--- config.mk ---
export PLATFORM = sky130hd
export DESIGN_NAME = mem_wb_stage_reg
export DESIGN_NICKNAME = d
export VERILOG_FILES = /design/src/rtl/mem_wb_stage_reg.sv
export SDC_FILE = /design/constraint.sdc
export NUM_CORES = 1
export LEC_CHECK = 0
export BUFFER_PORTS_ARGS = -buffer_cell sky130_fd_sc_hd__buf_2
export CORE_MARGIN = 2
export CORE_UTILIZATION = 47
export DETAILED_ROUTE_END_ITERATION = 8
export GPL_ROUTABILITY_DRIVEN = 0
export PLACE_DENSITY = 0.87
export SYNTH_ARGS = -nofsm -noshare
export SYNTH_HDL_FRONTEND = slang
export SYNTH_SLANG_ARGS = --single-unit
export TNS_END_PERCENT = 1
--- constraint.sdc ---
create_clock -name clock -period 2.11 [get_ports clock]
set_clock_uncertainty 0.15 [all_clocks]
set_input_delay 0.5275 -clock clock [delete_from_list [all_inputs] [get_ports clock]]
set_output_delay 0.5275 -clock clock [all_outputs]
set_load 0.02 [all_outputs]
--- src/rtl/mem_wb_stage_reg.sv ---
// MEM/WB pipeline register.
// Takes the memory-stage result into the writeback stage. For a load it
// picks the byte/half/word lane of the read word and extends it; otherwise
// it passes the ALU result through. It also handles stall/flush, carries a
// valid bit, flags misaligned loads and counts retired instructions.
//
// Ports:
//   clock, reset      rising-edge clock, asynchronous active-low reset
//   stall, flush      hold all WB outputs / insert a bubble (flush wins)
//   valid_MEM         MEM-stage instruction valid
//   opcode_wb, rd     opcode and destination register (JAL -> LINK_REG)
//   qram, d2          raw memory read word, ALU result
//   control_MEM       control word; bit LOAD_BIT selects load data
//   mem_size          00 word, 01 half, 10 byte, 11 treated as word
//   mem_unsigned      1 = zero-extend load, 0 = sign-extend
//   addr_lo           effective address bits [1:0]
//   d2_WB, save_mem   writeback data (identical copies)
//   rd_WB, control_WB, valid_WB, misalign_WB   registered WB fields
//   retire_count      number of valid instructions captured (wraps)
module mem_wb_stage_reg #(
    parameter int unsigned     DATA_W   = 32,
    parameter int unsigned     CTRL_W   = 8,
    parameter int unsigned     LOAD_BIT = 7,
    parameter int unsigned     RD_W     = 5,
    parameter int unsigned     OP_W     = 6,
    parameter logic [OP_W-1:0] JAL_OP   = OP_W'(3),
    parameter logic [RD_W-1:0] LINK_REG = '1,
    parameter int unsigned     CNT_W    = 32
) (
    input  logic                     clock,
    input  logic                     reset,
    input  logic                     stall,
    input  logic                     flush,
    input  logic                     valid_MEM,
    input  logic [OP_W-1:0]          opcode_wb,
    input  logic [DATA_W-1:0]        qram,
    input  logic signed [DATA_W-1:0] d2,
    input  logic [RD_W-1:0]          rd,
    input  logic [CTRL_W-1:0]        control_MEM,
    input  logic [1:0]               mem_size,
    input  logic                     mem_unsigned,
    input  logic [1:0]               addr_lo,
    output logic signed [DATA_W-1:0] d2_WB,
    output logic signed [DATA_W-1:0] save_mem,
    output logic [RD_W-1:0]          rd_WB,
    output logic [CTRL_W-1:0]        control_WB,
    output logic                     valid_WB,
    output logic                     misalign_WB,
    output logic [CNT_W-1:0]         retire_count
);

    localparam logic [1:0] SizeWord = 2'b00;
    localparam logic [1:0] SizeHalf = 2'b01;
    localparam logic [1:0] SizeByte = 2'b10;

    logic                     is_load;
    logic                     misalign;
    logic [7:0]               byte_lane;
    logic [15:0]              half_lane;
    logic [DATA_W-1:0]        load_data;
    logic signed [DATA_W-1:0] wb_data;
    logic [RD_W-1:0]          wb_rd;
    logic [CTRL_W-1:0]        wb_ctrl;

    logic signed [DATA_W-1:0] data_q;
    logic [RD_W-1:0]          rd_q;
    logic [CTRL_W-1:0]        ctrl_q;
    logic                     valid_q;
    logic                     misalign_q;
    logic [CNT_W-1:0]         count_q;

    always_comb begin
        is_load   = control_MEM[LOAD_BIT];
        byte_lane = qram[{addr_lo, 3'b000} +: 8];
        // Half lane comes from addr_lo[1] only, so it never wraps the word.
        half_lane = addr_lo[1] ? qram[31:16] : qram[15:0];

        // Fill the whole width with the extension bit first, then overlay
        // the extracted lane; this also covers DATA_W == 32 for words.
        load_data = '0;
        unique case (mem_size)
            SizeByte: begin
                load_data      = {DATA_W{~mem_unsigned & byte_lane[7]}};
                load_data[7:0] = byte_lane;
            end
            SizeHalf: begin
                load_data       = {DATA_W{~mem_unsigned & half_lane[15]}};
                load_data[15:0] = half_lane;
            end
            default: begin
                load_data       = {DATA_W{~mem_unsigned & qram[31]}};
                load_data[31:0] = qram[31:0];
            end
        endcase

        misalign = 1'b0;
        if (is_load) begin
            if (mem_size == SizeHalf) begin
                misalign = addr_lo[0];
            end else if (mem_size != SizeByte) begin
                misalign = (addr_lo != 2'b00);
            end
        end

        wb_data = is_load ? load_data : d2;
        wb_rd   = (opcode_wb == JAL_OP) ? LINK_REG : rd;
        // Misaligned or invalid instructions must not write the register file.
        wb_ctrl = (valid_MEM && !misalign) ? control_MEM : '0;
    end

    always_ff @(posedge clock or negedge reset) begin
        if (!reset) begin
            data_q     <= '0;
            rd_q       <= '0;
            ctrl_q     <= '0;
            valid_q    <= 1'b0;
            misalign_q <= 1'b0;
            count_q    <= '0;
        end else if (flush) begin
            data_q     <= '0;
            rd_q       <= '0;
            ctrl_q     <= '0;
            valid_q    <= 1'b0;
            misalign_q <= 1'b0;
        end else if (!stall) begin
            data_q     <= wb_data;
            rd_q       <= wb_rd;
            ctrl_q     <= wb_ctrl;
            valid_q    <= valid_MEM;
            misalign_q <= valid_MEM && misalign;
            if (valid_MEM) begin
                count_q <= count_q + 1'b1;
            end
        end
    end

    assign d2_WB        = data_q;
    assign save_mem     = data_q;
    assign rd_WB        = rd_q;
    assign control_WB   = ctrl_q;
    assign valid_WB     = valid_q;
    assign misalign_WB  = misalign_q;
    assign retire_count = count_q;

endmodule

==> metrics.cfg, run 1 <==
[sta]
fin_setup_tns_ns = 0
tightest_slew_ns = 0.621
min_period_over_period_pct = 88.3
finalHoldViolations = 0
setup_viol = 0
rsz0062_at_grt = false
drv_slew = 0
timing.slew.headroom_pct = 58.5
timing.final.crit_period_ns = 1.86
max_freq_mhz = 537
setup_ws_ns = 0.246

[synthesis]
netlist_area_mm2 = 0.00443
ys_async_sr_fraction_pct = 100
syn-num-nets = 537
synth_edf_count = 0
syn_inst = 441
ys_types = 46
avgSynthCellArea_um2 = 10.0
ys.flop_type = dfrtp_1
yosysWarnings = 0
ys_ff_latch = 79
seq_area_frac_synth_pct = 44.6

[finish]
area_delta_synth_final_pct = 28.3
drive_gt1_share_pct = 44.2
nFillCells = 771
nNetsFinal = 717
num_antenna_cells = 0
fin_area_mm2 = 0.00568
postLayoutCoreUtil_pct = 61.8

[setup_path]
crit_path_end_kind = register
cp.required_ns = 2.20
regToRegSetupSlack_ns = 0.25
setup.worst_path.start_class = register
r2r_cells = 5
r2r_start = retire_count[3]
cp.arrival_ns = 1.95
worst-setup-path-type = reg -> reg
worstPathMaxFanout = 11
worstReg2RegEnd = retire_count[14]

[power_and_ir_drop]
p_seq_share_pct = 46.3
powerDensity_mw_per_mm2 = 659
sw_frac_of_total_pct = 34.8
clkPwrFrac_pct = 29.3
power.net_switching_mw = 1.30
p_comb_share_pct = 24.4
leakage_nw = 2.99
ir_drop_v = 0.000435
internal-power_mw = 2.44
total_power_mw = 3.74

[outcome]
status = finished clean

[clocking]
ctsResizeCount = 0
ctsHoldBuffers = 1
cts_tree = built
clock_path_buffers = 2
post_cts_buffers = 0
path_clk_slew_ns = 0.10
clkLatencyLatePin_ns = 0.35
cts_root_buf = clkbuf_8
cts_max_level = 3
cts_buffers = 9
clkSinkCount = 79

[min_path]
hold_path_depth = 2
min_to = control_WB[1]
min_from = control_MEM[1]
min_path_type = in -> reg

[drt]
via_per_inst = 5.77
final_antenna_net_count = 0
num_vias = 4252
routed_wl_um = 13300
post-route-drc-count = 0
first_iter_violations = 266
wl_per_cell_um = 18.1
drtPass1Iterations = 6

[placement]
pre_cts_ws_ns = -0.0857
io_buffers = 203
post-dp-hpwl_um = 10100
dpl-instance-area_mm2 = 0.00549

[global_routing]
track_usage_pct = 25.3
grt_max_degree = 35
antenna_found_initial = 0
grt_first_pass_wirelength_um = 20000
overflow = 0
grt_pass1_vias = 3887

[floorplan]
die-area_mm2 = 0.0102
start_util_pct = 48.2
die_w_um = 101
die_h_um = 101
io_pins = 204
fp.coreArea_mm2 = 0.00920
rows = 35

[flow_run]
maxCapViolCount = 0

-- cell usage after synthesis, types with 4 or more instances --
master | count | share of area (%)
xnor2_1 | 27 | 5.3
mux2_2 | 16 | 4.1
o211ai_1 | 9 | 1.5
dfrtp_1 | 79 | 45
nor2_1 | 11 | 0.93
o22ai_1 | 7 | 0.99
o21a_1 | 8 | 1.4
a31oi_1 | 7 | 0.99
a211oi_1 | 8 | 1.4
nor2b_1 | 13 | 1.8
nand4_1 | 9 | 1.3
buf_4 | 32 | 5.4
o311a_1 | 7 | 1.6
o21ai_0 | 16 | 1.8
a221oi_1 | 12 | 2.4
nand2_1 | 44 | 3.7
clkbuf_1 | 20 | 1.7
inv_1 | 13 | 1.1
and4_1 | 4 | 0.79
a21oi_1 | 8 | 0.90
and3_1 | 6 | 0.85
buf_2 | 8 | 0.90
a222oi_1 | 16 | 3.6
xor2_1 | 4 | 0.79
a22o_1 | 8 | 1.6
nand3_1 | 14 | 1.6
-- metal layers --
| layer | vias up | part of all wire [%] | routed length [um] | GRT usage [%] |
|---|---|---|---|---|
| li1 | 1949 | - | - | - |
| met1 | 2069 | 41 | 5420 | 32.5 |
| met2 | 209 | 49 | 6520 | 42.1 |
| met3 | 25 | 7.8 | 1040 | 4.79 |
| met4 | 0 | 2.6 | 346 | 9.77 |
| met5 | - | 0 | 0 | 0 |
-- placed cells by master (no fill, tap or decap), drive strengths merged, types with 2 or more instances in the layout --
cell / count
nand4b: 2
o21a: 8
xor2: 4
o211ai: 9
nor3: 3
nand2b: 2
and3: 6
or2: 3
buf: 235
a21oi: 8
o311a: 7
o21ai: 16
mux2: 16
o22ai: 7
clkinvlp: 2
nand3: 14
a221oi: 12
a31oi: 7
nand4: 9
nor2b: 13
nor4: 5
a211oi: 9
xnor2: 27
inv: 17
ha: 3
nand2: 44
and4: 4
nor2: 11
clkbuf: 9
dfrtp: 79
a22o: 8
a222oi: 16
-- cell type report --
cell class	instances	area, um^2	share of cell area (%)
multi-input cells	282	2010	35.4
well taps	111	139	2.44
inverters	13	48.8	0.859
repair buffers	236	1320	23.2
flip-flops and latches	79	1980	34.8
clock buffers	9	124	2.18
clock inverters	7	63.8	1.12
-- kinds of logic after synthesis --
kind of cell,Yosys count,synth area share (%)
xor+xnor,31,6.13
fa+ha+maj,3,0.848
flops,79,44.6
simple gates,120,14.7
mux,17,4.29
compound gates,111,19.1
buf+inv,80,10.3
-- per-stage QoR --
step / cells / hold slack (ns)
final: 737 / 0.231
after floorplan: 441 / 0.0819
after detailed placement: 720 / 0.310
after global routing: 737 / 0.231
after CTS: 737 / 0.213
after global placement: 720 / 0.306
-- flip-flops by register name, indices dropped and copies added, names as in the netlist --
| register | flops |
|---|---|
| valid_WB | 1 |
| misalign_WB | 1 |
| control_WB | 8 |
| d2_WB | 32 |
| retire_count | 32 |
| rd_WB | 5 |
-- worst max-delay path: stages, from the launching register on --
cell,delay [ns]
dfrtp_1,0.45
nand4_1,0.28
nor4_1,0.33
buf_4,0.24
nand4_1,0.14
xnor2_1,0.16
-- power groups by stage --
| stage | clock network, mW | registers, mW | logic (mW) |
|---|---|---|---|
| after floorplan | 0 | 1.87 | 0.438 |
| after global placement | 0 | 1.75 | 0.897 |
| after detailed placement | 0 | 1.76 | 0.913 |
| after CTS | 1.13 | 1.73 | 0.917 |
| after global routing | 1.19 | 1.75 | 0.989 |
| final | 1.10 | 1.73 | 0.914 |
-- worst max path at each step --
stage                    startpoint               end  cells past startpoint
detailed placement      mem_size[0]         d2_WB[31]                      6
global route            mem_size[1]     control_WB[5]                      7
finish              retire_count[3]  retire_count[14]                      5
floorplan               mem_size[0]         d2_WB[21]                      9
global placement        mem_size[0]          d2_WB[3]                      7
CTS                 retire_count[3]  retire_count[14]                      5
Note: power is estimated with default switching activity, not from simulation.
==> run 2, diff against run 1 <==
Settings changed: CELL_PAD_IN_SITES_DETAIL_PLACEMENT set to 0, CELL_PAD_IN_SITES_GLOBAL_PLACEMENT set to 1, CORE_UTILIZATION 47 to 35, PLACE_DENSITY 0.87 to unset, PLACE_DENSITY_LB_ADDON set to 0.1.
==> metrics.cfg, run 2 (synthesis results as in run 1) <==
[outcome]
status = finished clean

[global_routing]
globalRouteMet2Util_pct = 32.7
grt_first_pass_wirelength_um = 21200
grt.busiest_layer = met2
grt_pass1_vias = 3905
antenna_found_initial = 1
overflow = 0
track_usage_pct = 20.6
grt_max_degree = 42
grtUsageMet1_pct = 28.1
met3_usage_pct = 4.46

[sta]
timing.slew.headroom_pct = 25.7
finalHoldViolations = 0
rsz0062_at_grt = false
timing.hold.ws_ns = 0.260
timing.final.crit_period_ns = 1.88
min_period_over_period_pct = 89.3
drv_slew = 0
max_freq_mhz = 531
setup_viol = 0
tightest_slew_ns = 1.11

[drt]
wl_per_cell_um = 17.8
final_antenna_net_count = 0
via_per_inst = 5.20
num_vias = 4156
drtPass1Iterations = 6
first_iter_violations = 344
post-route-drc-count = 0
routed_wl_um = 14200

[finish]
drive_gt1_share_pct = 44.1
final_cells = 800
layout_commonest_cell = buf_2
area_delta_synth_final_pct = 33.8
nNetsFinal = 719
num_antenna_cells = 0
fin_area_mm2 = 0.00592
layout.cells.most_common_list = buf_2, dfrtp_1, nand2_1
postLayoutCoreUtil_pct = 47.5

[setup_path]
crit_path_end_kind = register
critPathBufInv = 2
crit_chain = buf_2 > buf_12 > nor3_2 > a222oi_1 > nand2_1
cpMaxStageDelayCell = nor3_2
cp.arrival_ns = 2.00
cp_slowest_stage_delay_ns = 0.89
cp.required_ns = 2.22
setup.worst_path.start_class = input port
worst-setup-path-type = in -> reg
worstPathMaxFanout = 17
critical-path-top-delay-family = simple AND/OR/NAND/NOR gates

[clocking]
cts_buffers = 9
cts_root_buf = clkbuf_16
clkSinkCount = 79
path_clk_slew_ns = 0.06
post_cts_buffers = 0
cts_max_level = 3
cts_tree = built
clock_path_buffers = 2
clkLatencyLatePin_ns = 0.33
ctsResizeCount = 0

[floorplan]
die_h_um = 116
start_util_pct = 35.5
io_pins = 204
die_w_um = 116
die-area_mm2 = 0.0136
fp.coreArea_mm2 = 0.0125
rows = 41

[placement]
dpl-instance-area_mm2 = 0.00561
post-dp-hpwl_um = 10700
io_buffers = 203
dp.cells = 783

[power_and_ir_drop]
leakage_nw = 3.07
ir_drop_v = 0.000331
powerDensity_mw_per_mm2 = 725

[min_path]
min_path_type = in -> reg

[flow_run]
maxCapViolCount = 0

## run 2: path summary, 6_finish.rpt
| kind | startpoint | to | slack (ns) | depth (start not counted) |
|---|---|---|---|---|
| setup reg to reg | retire_count[0] | retire_count[30] | 0.25 | 6 |
| setup / recovery | flush | d2_WB[31] | 0.23 | 5 |
| hold reg to reg | valid_WB | valid_WB | 0.32 | 2 |
| min in group asynchronous | reset | d2_WB[13] | 0.49 | 2 |
| max in group asynchronous | reset | d2_WB[16] | 0.74 | 3 |
| hold / removal | control_MEM[1] | control_WB[1] | 0.26 | 2 |
## run 2: repair_timing
action / CTS / global route
endpoints found under the setup margin: 0 / 0
hold endpoints to repair: 21 / 0
hold buffers: 1 / 0
## run 2: stage by stage
stage / TNS [ns] / worst slack (ns) / power, mW
after global placement: -1.73 / -0.0986 / 2.68
after detailed placement: -3.16 / -0.142 / 2.69
after global routing: 0 / 0.103 / 4.50
after floorplan: -0.377 / -0.0286 / 2.31
final: 0 / 0.225 / 4.30
after CTS: 0 / 0.210 / 4.34
## run 2: final cells by class
type	count	area [um^2]
fill	1227	6540
inverter	13	48.8
sequential	79	1980
clock buffer	12	236
multi-input combinational	282	2020
tap	172	215
clock inverter	4	70.1
timing repair buffer	238	1360
## run 2: power breakdown
group | switching [mW] | internal [mW]
Clock | 0.602 | 1.03
Sequential | 0.110 | 1.62
Combinational | 0.550 | 0.378
## run 2: routing by layer
metal,share of wire [%],vias to the layer above
met5,0.056,-
met2,47,159
met1,44,2022
met3,7.4,18
met4,1.5,2
li1,-,1955
## run 2: worst register-to-register path: cells and delay by family, from the launching register on
kind	cells	cell delay, ns
simple gates	3	0.64
flops	1	0.41
buf+inv	1	0.24
fa+ha+maj	1	0.17
xor+xnor	1	0.15
==> run 3, diff against run 2 <==
Settings changed: RECOVER_POWER set to 50.
==> metrics.cfg, run 3 (synthesis results as in run 1) <==
[finish]
multi_input_area_mm2 = 0.00202
fin_area_mm2 = 0.00585
nFillCells = 1252
num_antenna_cells = 0
nNetsFinal = 719
ff_latch_area_mm2 = 0.00198
layout_commonest_cell = buf_2
area_delta_synth_final_pct = 32.2
drive_gt1_share_pct = 36.5
layout.cells.most_common_list = buf_2, dfrtp_1, clkbuf_1

[clocking]
ctsHoldBuffers = 1
cts_max_level = 3
cts_tree = built
clkLatencyLatePin_ns = 0.33
cts_root_buf = clkbuf_16
cts_buffers = 9
post_cts_buffers = 0
clkSinkCount = 79
clock_path_buffers = 2
ctsResizeCount = 0
path_clk_slew_ns = 0.06

[global_routing]
grt_pass1_vias = 3905
track_usage_pct = 20.6
grt_max_degree = 42
grt.busiest_layer = met2
antenna_found_initial = 1
grt_first_pass_wirelength_um = 21200
globalRouteMet2Util_pct = 32.7
met3_usage_pct = 4.46
overflow = 0
grtUsageMet1_pct = 28.1

[sta]
timing.final.crit_period_ns = 1.90
setup_viol = 0
timing.slew.headroom_pct = 24.8
timing.hold.ws_ns = 0.261
max_freq_mhz = 527
min_period_over_period_pct = 90.0
drv_slew = 0
finalHoldViolations = 0
tightest_slew_ns = 1.12
rsz0062_at_grt = false

[power_and_ir_drop]
powerDensity_mw_per_mm2 = 731
clkPwrFrac_pct = 38.2
total_power_mw = 4.28
power.net_switching_mw = 1.26
internal-power_mw = 3.02
ir_drop_v = 0.000319
p_comb_share_pct = 21.3
leakage_nw = 2.88
p_seq_share_pct = 40.5
sw_frac_of_total_pct = 29.5

[setup_path]
worst-setup-path-type = in -> reg
cp.required_ns = 2.22
worstReg2RegEnd = retire_count[30]
setup.worst_path.start_class = input port
cp.arrival_ns = 2.01
r2r_start = retire_count[0]
regToRegSetupSlack_ns = 0.24
r2r_cells = 6
crit_path_end_kind = register
worstPathMaxFanout = 17

[drt]
first_iter_violations = 340
final_antenna_net_count = 0
routed_wl_um = 14200
post-route-drc-count = 0
num_vias = 4133
wl_per_cell_um = 17.7
drtPass1Iterations = 6
via_per_inst = 5.17

[placement]
io_buffers = 203
dpl-instance-area_mm2 = 0.00561
post-dp-hpwl_um = 10700

[min_path]
min_path_type = in -> reg
min_to = control_WB[1]
hold_path_depth = 2
min_from = control_MEM[1]

[floorplan]
rows = 41
die_w_um = 116
io_pins = 204
die_h_um = 116
die-area_mm2 = 0.0136
start_util_pct = 35.5
fp.coreArea_mm2 = 0.0125

[outcome]
status = finished clean

[flow_run]
maxCapViolCount = 0

-- run 3: power groups by stage --
stage                     registers [mW]  clock network (mW)  logic (mW)
final                               1.73                1.63       0.910
after floorplan                     1.87                   0       0.438
after global placement              1.75                   0       0.929
after CTS                           1.73                1.67       0.934
after global routing                1.75                1.75       0.989
after detailed placement            1.76                   0       0.931
-- run 3: how the worst max path moves through the flow --
stage | startpoint | to | depth (start not counted) | slack (ns)
floorplan | mem_size[0] | d2_WB[21] | 9 | -0.03
global placement | mem_size[0] | d2_WB[6] | 7 | -0.1
detailed placement | flush | d2_WB[31] | 5 | -0.14
CTS | flush | d2_WB[31] | 5 | 0.21
global route | reset | d2_WB[16] | 3 | 0.09
finish | flush | d2_WB[31] | 5 | 0.21
-- run 3: layout make-up --
| type | count | share of cell area, % |
|---|---|---|
| flip-flops and latches | 79 | 33.8 |
| inverters | 13 | 0.834 |
| clock inverters | 4 | 1.20 |
| multi-input cells | 282 | 34.5 |
| well taps | 172 | 3.68 |
| repair buffers | 238 | 22.0 |
| clock buffers | 12 | 4.04 |
-- run 3: metrics by stage --
stage                     worst slack (ns)  utilization, %  cells  setup TNS (ns)
after detailed placement            -0.142            45.0    783           -3.16
after CTS                            0.210            47.5    800               0
after global routing                0.0896            47.0    800               0
after floorplan                    -0.0286               -    441          -0.377
final                                0.211            47.0    800               0
after global placement             -0.0986            45.0    783           -1.73
-- run 3: routing by layer --
metal	share of wire (%)	wire length [um]
met5	0.056	8
met4	1.5	214
met2	47	6700
met3	7.5	1070
met1	44	6200
-- run 3: worst max-delay path, stage by stage --
cell	delay, ns
clkbuf_1	0.11
buf_12	0.13
nor3_2	0.90
a222oi_1	0.20
nand2_1	0.13
